<file path="config.mk">
export PLATFORM = sky130hd
export DESIGN_NAME = cmp32_arbiter
export DESIGN_NICKNAME = d
export VERILOG_FILES = /design/src/rtl/cmp_arb_pkg.sv /design/src/rtl/cmp32.sv /design/src/rtl/rr_arbiter.sv /design/src/rtl/cmp32_arbiter.sv
export SDC_FILE = /design/constraint.sdc
export NUM_CORES = 1
export LEC_CHECK = 0
export BUFFER_PORTS_ARGS = -buffer_cell sky130_fd_sc_hd__buf_4
export CELL_PAD_IN_SITES_DETAIL_PLACEMENT = 1
export CELL_PAD_IN_SITES_GLOBAL_PLACEMENT = 1
export CORE_MARGIN = 5
export CORE_UTILIZATION = 19
export DETAILED_ROUTE_END_ITERATION = 16
export PLACE_DENSITY_LB_ADDON = 0.1
export SLEW_MARGIN = 20
export SYNTH_ARGS = -nofsm -noshare
export SYNTH_HDL_FRONTEND = slang
export SYNTH_SLANG_ARGS = --single-unit
</file>
<file path="constraint.sdc">
create_clock -name clk -period 3 [get_ports clk]
set_input_delay 0.3 -clock clk [delete_from_list [all_inputs] [get_ports clk]]
set_output_delay 0.3 -clock clk [all_outputs]
set_load 0.03 [all_outputs]
</file>
<file path="src/rtl/cmp_arb_pkg.sv">
`default_nettype none
// ============================================================================
//  Module      : cmp_arb_pkg
//  Description : Shared types, widths and the round-robin grant function.
//  Revision    : 1.0
// ============================================================================
package cmp_arb_pkg;

    localparam int CMP_W   = 32;
    localparam int MAX_REQ = 8;

    typedef logic [CMP_W-1:0] cmp_operand_t;

    // One-hot grant to the first valid requester after ptr, wrapping at num.
    function automatic logic [MAX_REQ-1:0] rr_next(
        input logic [2:0]         ptr,
        input logic [MAX_REQ-1:0] valid,
        input int                 num
    );
        logic [MAX_REQ-1:0] grant;
        logic               found;
        int                 idx;
        grant = '0;
        found = 1'b0;
        for (int k = 1; k <= MAX_REQ; k++) begin
            if (k <= num) begin
                idx = (int'(ptr) + k) % num;
                if (!found && valid[idx[2:0]]) begin
                    grant[idx[2:0]] = 1'b1;
                    found           = 1'b1;
                end
            end
        end
        return grant;
    endfunction

endpackage
`default_nettype wire

</file>
<file path="src/rtl/cmp32.sv">
`default_nettype none
// ============================================================================
//  Module      : cmp32
//  Description : 32-bit equality comparator.
//  Revision    : 1.0
// ============================================================================
module cmp32 (
    input  logic [31:0] i_a,
    input  logic [31:0] i_b,
    output logic        o_eq
);

    assign o_eq = (i_a == i_b);

endmodule
`default_nettype wire

</file>
<file path="src/rtl/rr_arbiter.sv">
`default_nettype none
// ============================================================================
//  Module      : rr_arbiter
//  Description : Round-robin one-hot arbiter; pointer moves to the winner on accept.
//  Revision    : 1.0
// ============================================================================
module rr_arbiter
    import cmp_arb_pkg::*;
#(
    parameter  int NUM_REQ = 4,
    localparam int PTR_W   = $clog2(NUM_REQ)
) (
    input  logic               clk,
    input  logic               rst_n,
    input  logic [NUM_REQ-1:0] i_valid,
    input  logic               i_accept,
    output logic [NUM_REQ-1:0] o_grant,
    output logic [PTR_W-1:0]   o_grant_id
);

    logic [PTR_W-1:0]   r_ptr;
    logic [MAX_REQ-1:0] w_valid_ext;
    logic [MAX_REQ-1:0] w_grant_ext;

    assign w_valid_ext = MAX_REQ'(i_valid);
    assign w_grant_ext = rr_next(3'(r_ptr), w_valid_ext, NUM_REQ);
    assign o_grant     = w_grant_ext[NUM_REQ-1:0];

    generate
        if (NUM_REQ < MAX_REQ) begin : g_unused_grant
            logic w_unused;
            assign w_unused = |w_grant_ext[MAX_REQ-1:NUM_REQ];
        end
    endgenerate

    always_comb begin
        o_grant_id = '0;
        for (int i = 0; i < NUM_REQ; i++) begin
            if (o_grant[i]) begin
                o_grant_id = PTR_W'(i);
            end
        end
    end

    // Pointer starts at the last requester so requester 0 wins first.
    always_ff @(posedge clk or negedge rst_n) begin
        if (!rst_n) begin
            r_ptr <= PTR_W'(NUM_REQ - 1);
        end else if (i_accept) begin
            r_ptr <= o_grant_id;
        end
    end

endmodule
`default_nettype wire

</file>
<file path="src/rtl/cmp32_arbiter.sv">
`default_nettype none
// ============================================================================
//  Module      : cmp32_arbiter
//  Description : Shares one cmp32 between NUM_REQ requesters with a registered
//                result stage. Define CMP32_ARBITER_LT_EN to add rsp_lt/rsp_ltu.
//  Revision    : 1.0
// ============================================================================
module cmp32_arbiter
    import cmp_arb_pkg::*;
#(
    parameter  int NUM_REQ = 4,
    parameter  int TAG_W   = 6,
    localparam int ID_W    = $clog2(NUM_REQ)
) (
    input  logic                     clk,
    input  logic                     rst_n,
    input  logic [NUM_REQ-1:0]       req_valid,
    output logic [NUM_REQ-1:0]       req_ready,
    input  logic [NUM_REQ*CMP_W-1:0] req_a,
    input  logic [NUM_REQ*CMP_W-1:0] req_b,
    input  logic [NUM_REQ*TAG_W-1:0] req_tag,
    output logic                     rsp_valid,
    input  logic                     rsp_ready,
    output logic [ID_W-1:0]          rsp_id,
    output logic [TAG_W-1:0]         rsp_tag,
    output logic                     rsp_eq
`ifdef CMP32_ARBITER_LT_EN
    ,
    output logic                     rsp_lt,
    output logic                     rsp_ltu
`endif
);

    logic [NUM_REQ-1:0] w_grant;
    logic [ID_W-1:0]    w_grant_id;
    logic               w_stage_free;
    logic               w_accept;
    cmp_operand_t       w_a;
    cmp_operand_t       w_b;
    logic [TAG_W-1:0]   w_tag;
    logic               w_eq;

    assign w_stage_free = !rsp_valid || rsp_ready;
    assign req_ready    = w_grant & {NUM_REQ{w_stage_free}};
    // A grant is only ever issued to a valid requester.
    assign w_accept     = |req_ready;

    rr_arbiter #(
        .NUM_REQ (NUM_REQ)
    ) u_rr_arbiter (
        .clk        (clk),
        .rst_n      (rst_n),
        .i_valid    (req_valid),
        .i_accept   (w_accept),
        .o_grant    (w_grant),
        .o_grant_id (w_grant_id)
    );

    always_comb begin
        w_a   = '0;
        w_b   = '0;
        w_tag = '0;
        for (int i = 0; i < NUM_REQ; i++) begin
            if (w_grant[i]) begin
                w_a   = req_a[CMP_W*i +: CMP_W];
                w_b   = req_b[CMP_W*i +: CMP_W];
                w_tag = req_tag[TAG_W*i +: TAG_W];
            end
        end
    end

    cmp32 u_cmp32 (
        .i_a  (w_a),
        .i_b  (w_b),
        .o_eq (w_eq)
    );

`ifdef CMP32_ARBITER_LT_EN
    logic w_lt;
    logic w_ltu;
    assign w_lt  = $signed(w_a) < $signed(w_b);
    assign w_ltu = w_a < w_b;
`endif

    always_ff @(posedge clk or negedge rst_n) begin
        if (!rst_n) begin
            rsp_valid <= 1'b0;
            rsp_id    <= '0;
            rsp_tag   <= '0;
            rsp_eq    <= 1'b0;
`ifdef CMP32_ARBITER_LT_EN
            rsp_lt    <= 1'b0;
            rsp_ltu   <= 1'b0;
`endif
        end else if (w_accept) begin
            rsp_valid <= 1'b1;
            rsp_id    <= w_grant_id;
            rsp_tag   <= w_tag;
            rsp_eq    <= w_eq;
`ifdef CMP32_ARBITER_LT_EN
            rsp_lt    <= w_lt;
            rsp_ltu   <= w_ltu;
`endif
        end else if (rsp_ready) begin
            rsp_valid <= 1'b0;
        end
    end

endmodule
`default_nettype wire

</file>
; ---- Word level (Yosys, flattened, before mapping)
; Index checks and enable logic that the tools add are counted.
; Widths: inputs -> output; s select.
[totals]
register_bits = 12
latchBits = 0
mem_bits_rw = 0
rom_bits = 0
input_bits = 287
out_inout_bits = 14
word_cells = 84
mem_count = 0
[op_classes]
addsub = 4
mul = 0
div = 0
order_cmp = 8
n_eq_ne = 1
shifts = 0
n_mux = 40
bitwise_logic = 8
reduce_logical = 18
[op_table]
columns = operator, n
row1 = $mux 32, 8
row2 = $eq 32x32->1, 1
row3 = $mux 6, 4
row4 = $lt 3x4->1 const B, 4
row5 = $mux 4, 4
row6 = $mux 1, 14
row7 = $bmux 1 s3, 4
row8 = $demux 1 s3, 4
row9 = $ge 3x1->1 const B, 4
row10 = $or 4x4->4, 3
row11 = $reduce_or 2->1, 4
row12 = $logic_and 1x1->1, 7
row13 = $add 2x1->2 const B, 2
row14 = $add 2x2->2 const B, 2
row15 = $and 1x1->1 const A, 4
row16 = $and 4x4->4, 1
row17 = $logic_not 1->1, 4
row18 = $mux 2, 2
row19 = $reduce_or 4->1, 1
row20 = $reduce_bool 2->1, 1
row21 = $logic_or 1x1->1, 1

; ---- Depth between registers and ports, before layout
[depth]
depth_word = 20
mapped_depth = 12
depth_no_buf = 9

; ---- By module
; From an unflattened synthesis, not the netlist that was laid out.
[hier_totals]
cells_unflattened = 446
area_unflattened_um2 = 3273.1
[by_module_without_submodules]
columns = mod, instances, cells_each, area_per_inst_um2, seq_area_each_um2
row1 = cmp32_arbiter, 1, 357, 2471.1, 250.2
row2 = rr_arbiter, 1, 46, 455.4, 52.6
row3 = cmp32, 1, 43, 346.6, 0.0

; ---- Least setup slack after synthesis
; OpenSTA, ideal clock, no wires.
[synth_timing]
kind = flip-flop to flip-flop
from = reg u_rr_arbiter.r_ptr[0]
to = reg rsp_id[0]
arrival_ns = 2.955
path_slack_ns = -0.075
path_stages_with_launch = 12
n_path_buf = 2
path_cell_list = dfstp_2 buf_6 inv_1 ha_1 mux4_2 nor4b_4 and2_4 a211oi_2 a41o_1 buf_6 or3b_1 a21boi_1
[synth_between]
elab_chain_cells = 18
word_cells_on_any_way = 61
[synth_rtl]
columns = item, line_no
row1 = from (decl), rr_arbiter.sv:21  ; logic [PTR_W-1:0] r_ptr;
row2 = from (signal assigned), rr_arbiter.sv:48  ; r_ptr <= PTR_W'(NUM_REQ - 1);
row3 = from (signal assigned), rr_arbiter.sv:50  ; r_ptr <= o_grant_id;
row4 = branches (longest 14 deep; another with $lt 3x4->1), n/a
row5 = $mux 4 (*), cmp_arb_pkg.sv:28  ; if (!found && valid[idx[2:0]]) begin
row6 = $mux 1, rr_arbiter.sv:39  ; if (o_grant[i]) begin
row7 = $mux 2 (2 in a row), rr_arbiter.sv:39
row8 = to (signal assigned), cmp32_arbiter.sv:97  ; rsp_id <= w_grant_id;
row9 = to (decl), cmp32_arbiter.sv:24  ; output logic [ID_W-1:0] rsp_id,
; Every way passes the cells marked *. The select of a mux whose other input is x is not followed.
; A chain may end at the register's enable or synchronous reset.

; ---- Final worst setup path
[layout_timing]
from = reg u_rr_arbiter.r_ptr[1]
to = out req_ready[1]
[layout_between]
elab_chain_cells = 16
word_cells_on_any_way = 57
[layout_rtl]
columns = item, line_no
row1 = branches (longest 14 deep; another with $lt 3x4->1), n/a
row2 = $mux 4 (*), cmp_arb_pkg.sv:28
row3 = $and 4x4->4 (*), cmp32_arbiter.sv:44  ; assign req_ready = w_grant & {NUM_REQ{w_stage_free}};
row4 = to (decl), cmp32_arbiter.sv:18  ; output logic [NUM_REQ-1:0] req_ready,
; Marks and branches as above.

==> impl_metrics.env <==
export IMPL_status="finished clean"
export IMPL_synthDistinctLibCells=34
export IMPL_synthesis_area_mm2=0.002426
export IMPL_worst_skew_pair_late_latency_ns=0.25
export IMPL_nNetsFinal=896
export IMPL_crit_fanout=4
export IMPL_critPathCaptureType="output pin"
export IMPL_maxCapViolCount=0
export IMPL_synth_nets=577
export IMPL_p_leak_nw=2.345
export IMPL_grt_pass1_wl_um=17930
export IMPL_dp_hpwl_um=11510
export IMPL_numCtsBuffers=3
export IMPL_num_rows=41
export IMPL_period_needed_ns=2.871
export IMPL_initial_core_util_pct=19.30
export IMPL_antenna_cells=0
export IMPL_finalSetupTns_ns=0
export IMPL_power_density_mw_per_mm2=600.6
export IMPL_area_delta_synth_final_pct=113.0
export IMPL_cp_required_ns=2.70
export IMPL_first_global_vias=3650
export IMPL_wl_per_cell_um=16.18
export IMPL_hold_ws_ns=0.3706
export IMPL_drtAntennaViolNets=0
export IMPL_final_util_pct=41.12
export IMPL_max_freq_mhz=348.4
export IMPL_final_common_cell="buf_4"
export IMPL_drtIter0Drc=39
export IMPL_fp_dieW_um=123
export IMPL_seq_area_frac_synth_pct=12.48
export IMPL_grt_antenna_before_repair=0
export IMPL_drc_errors=0
export IMPL_layout_common_cells="buf_4 (315), xnor2_1 (128), nand4_1 (33), nand2_1 (17), o21ai_0 (11)"
export IMPL_h_tree_depth=1
export IMPL_post_dp_cell_area_mm2=0.004933
export IMPL_syn_avg_cell_area_um2=8.603
export IMPL_grt_usage_pct=14.99
export IMPL_fin_crit_sh_pct=95.68
export IMPL_arrival_ns=2.57
export IMPL_dr_total_vias=3292
export IMPL_post_route_cell_area_mm2=0.005167
export IMPL_drive_gt1_share_pct=56.67
export IMPL_vdd_ir_drop_worst_v=0.0003136
export IMPL_cts_tree="built"
export IMPL_grt_ovfl_total=0
export IMPL_startpoint_type="register"
export IMPL_synth_warnings=0
export IMPL_clockRootBuffer="clkbuf_16"
export IMPL_coreArea_mm2=0.01257
export IMPL_port_buffers=300
export IMPL_hold_class="in -> reg"
export IMPL_dieHeight_um=123
export IMPL_grt_max_degree=19
export IMPL_syn_inst=282
export IMPL_tightestPinTransition_ns=0.4680
export IMPL_finalHoldViolations=0
export IMPL_ys_ff_latch=12
export IMPL_gp_congestion=0.8043
export IMPL_firstDrtPassIters=4
export IMPL_setup_viol=0
export IMPL_dieArea_mm2=0.01513
export IMPL_relSlewSlack_pct=68.74
export IMPL_cts_sinks=12
export IMPL_routed_via_density=4.264
export IMPL_wirelength_um=12490
export IMPL_finalMaxSlewViolations=0
export IMPL_ios=301
export IMPL_cts_max_path_buffers=2
export IMPL_worst_setup_path_type="reg -> out"
export IMPL_clkSlewWorstSetupHoldPaths_ns=0.05
export IMPL_fin_skew_ns=0.006136
==> cell type report <==
| cell class | count | area (um2) |
|---|---|---|
| flip-flops and latches | 12 | 302.8 |
| clock buffers | 4 | 88.84 |
| fillers | 1557 | 7401 |
| inverters | 9 | 33.78 |
| well taps | 172 | 215.2 |
| repair buffers | 320 | 2429 |
| multi-input cells | 255 | 2098 |
==> sequential cells by signal, summed over array words and instances, names as in the netlist <==
signal              cells
rsp_tag                 6
rsp_eq                  1
u_rr_arbiter.r_ptr      2
rsp_id                  2
rsp_valid               1
==> synth_stat cells, drive strengths merged <==
cell type / count / area, um2
nor2: 10 / 37.54
nor4: 8 / 50.05
a21o: 3 / 23.77
a221oi: 9 / 91.34
nor4b: 1 / 23.77
or2: 1 / 6.260
nand3: 1 / 5.000
a31oi: 1 / 6.260
a21boi: 2 / 15.01
or3b: 1 / 8.760
clkbuf: 4 / 25.02
a211o: 1 / 8.760
mux4: 4 / 93.84
o21ai: 11 / 55.05
nand4: 33 / 206.5
buf: 2 / 22.52
a21oi: 2 / 10.01
ha: 8 / 100.1
a211oi: 1 / 12.51
dfstp: 2 / 52.55
a41o: 1 / 10.01
and2: 1 / 8.760
nor2b: 2 / 12.51
nand2: 17 / 63.81
dfrtp: 10 / 250.2
inv: 9 / 33.78
nor3b: 1 / 12.51
o31ai: 7 / 52.55
xnor2: 128 / 1121
and3: 1 / 6.260
==> routing by layer <==
layer	wire length, um	track usage [%]	up-vias
li1	-	-	1636
met1	4054	14.34	1495
met2	7073	31.29	153
met3	1222	4.483	8
met4	143	2.422	0
met5	0	0	-
==> power breakdown <==
part	switching [mW]	internal (mW)	total (mW)
Clock	0.0789	0.202	0.281
Combinational	1.24	1.27	2.51
Sequential	0.0442	0.266	0.310
==> final timing paths <==
kind / start / endpoint / slack (ns) / depth (start not counted)
hold / removal: req_tag[22] / rsp_tag[4] / 0.37 / 3
hold reg to reg: rsp_eq / rsp_eq / 0.49 / 2
setup / recovery: u_rr_arbiter.r_ptr[1] / req_ready[1] / 0.13 / 9
min in group asynchronous: rst_n / rsp_tag[2] / 0.46 / 2
setup reg to reg: u_rr_arbiter.r_ptr[1] / rsp_id[0] / 0.14 / 9
max in group asynchronous: rst_n / u_rr_arbiter.r_ptr[1] / 2.30 / 2
==> worst max-delay path, cell delays in order, from the launching register on <==
cell,delay (ns)
dfstp_2,0.53
inv_1,0.09
ha_4,0.29
mux4_2,0.34
nor3b_4,0.18
buf_4,0.16
a221oi_4,0.30
buf_4,0.19
nor2_1,0.05
buf_4,0.19
==> timing repair <==
action	CTS	global route
setup endpoints to repair	7	8
gates resized for setup	3	6
pin swaps	1	2
hold buffers	1	0
buffers inserted	4	5
endpoints found under the hold margin	10	0
==> stage by stage <==
stage	setup WS (ns)	total power [mW]	std cells
CTS	0.02198	2.948	767
floorplan	0.007515	1.730	282
global placement	0.1034	2.512	758
finish	0.1295	3.103	772
global route	-0.009257	3.361	772
detailed placement	-0.002812	2.557	758
==> logic make-up after synthesis <==
kind of cell | Yosys count | synth area share [%]
AOI/OAI and AO/OA | 38 | 11.76
xor gates and xnor gates | 128 | 46.21
adders and majority gates | 8 | 4.126
buffers and inverters | 15 | 3.352
DFF | 12 | 12.48
muxes | 4 | 3.868
and+or+nand+nor | 77 | 18.21
Note: power is estimated with default switching activity, not from simulation.
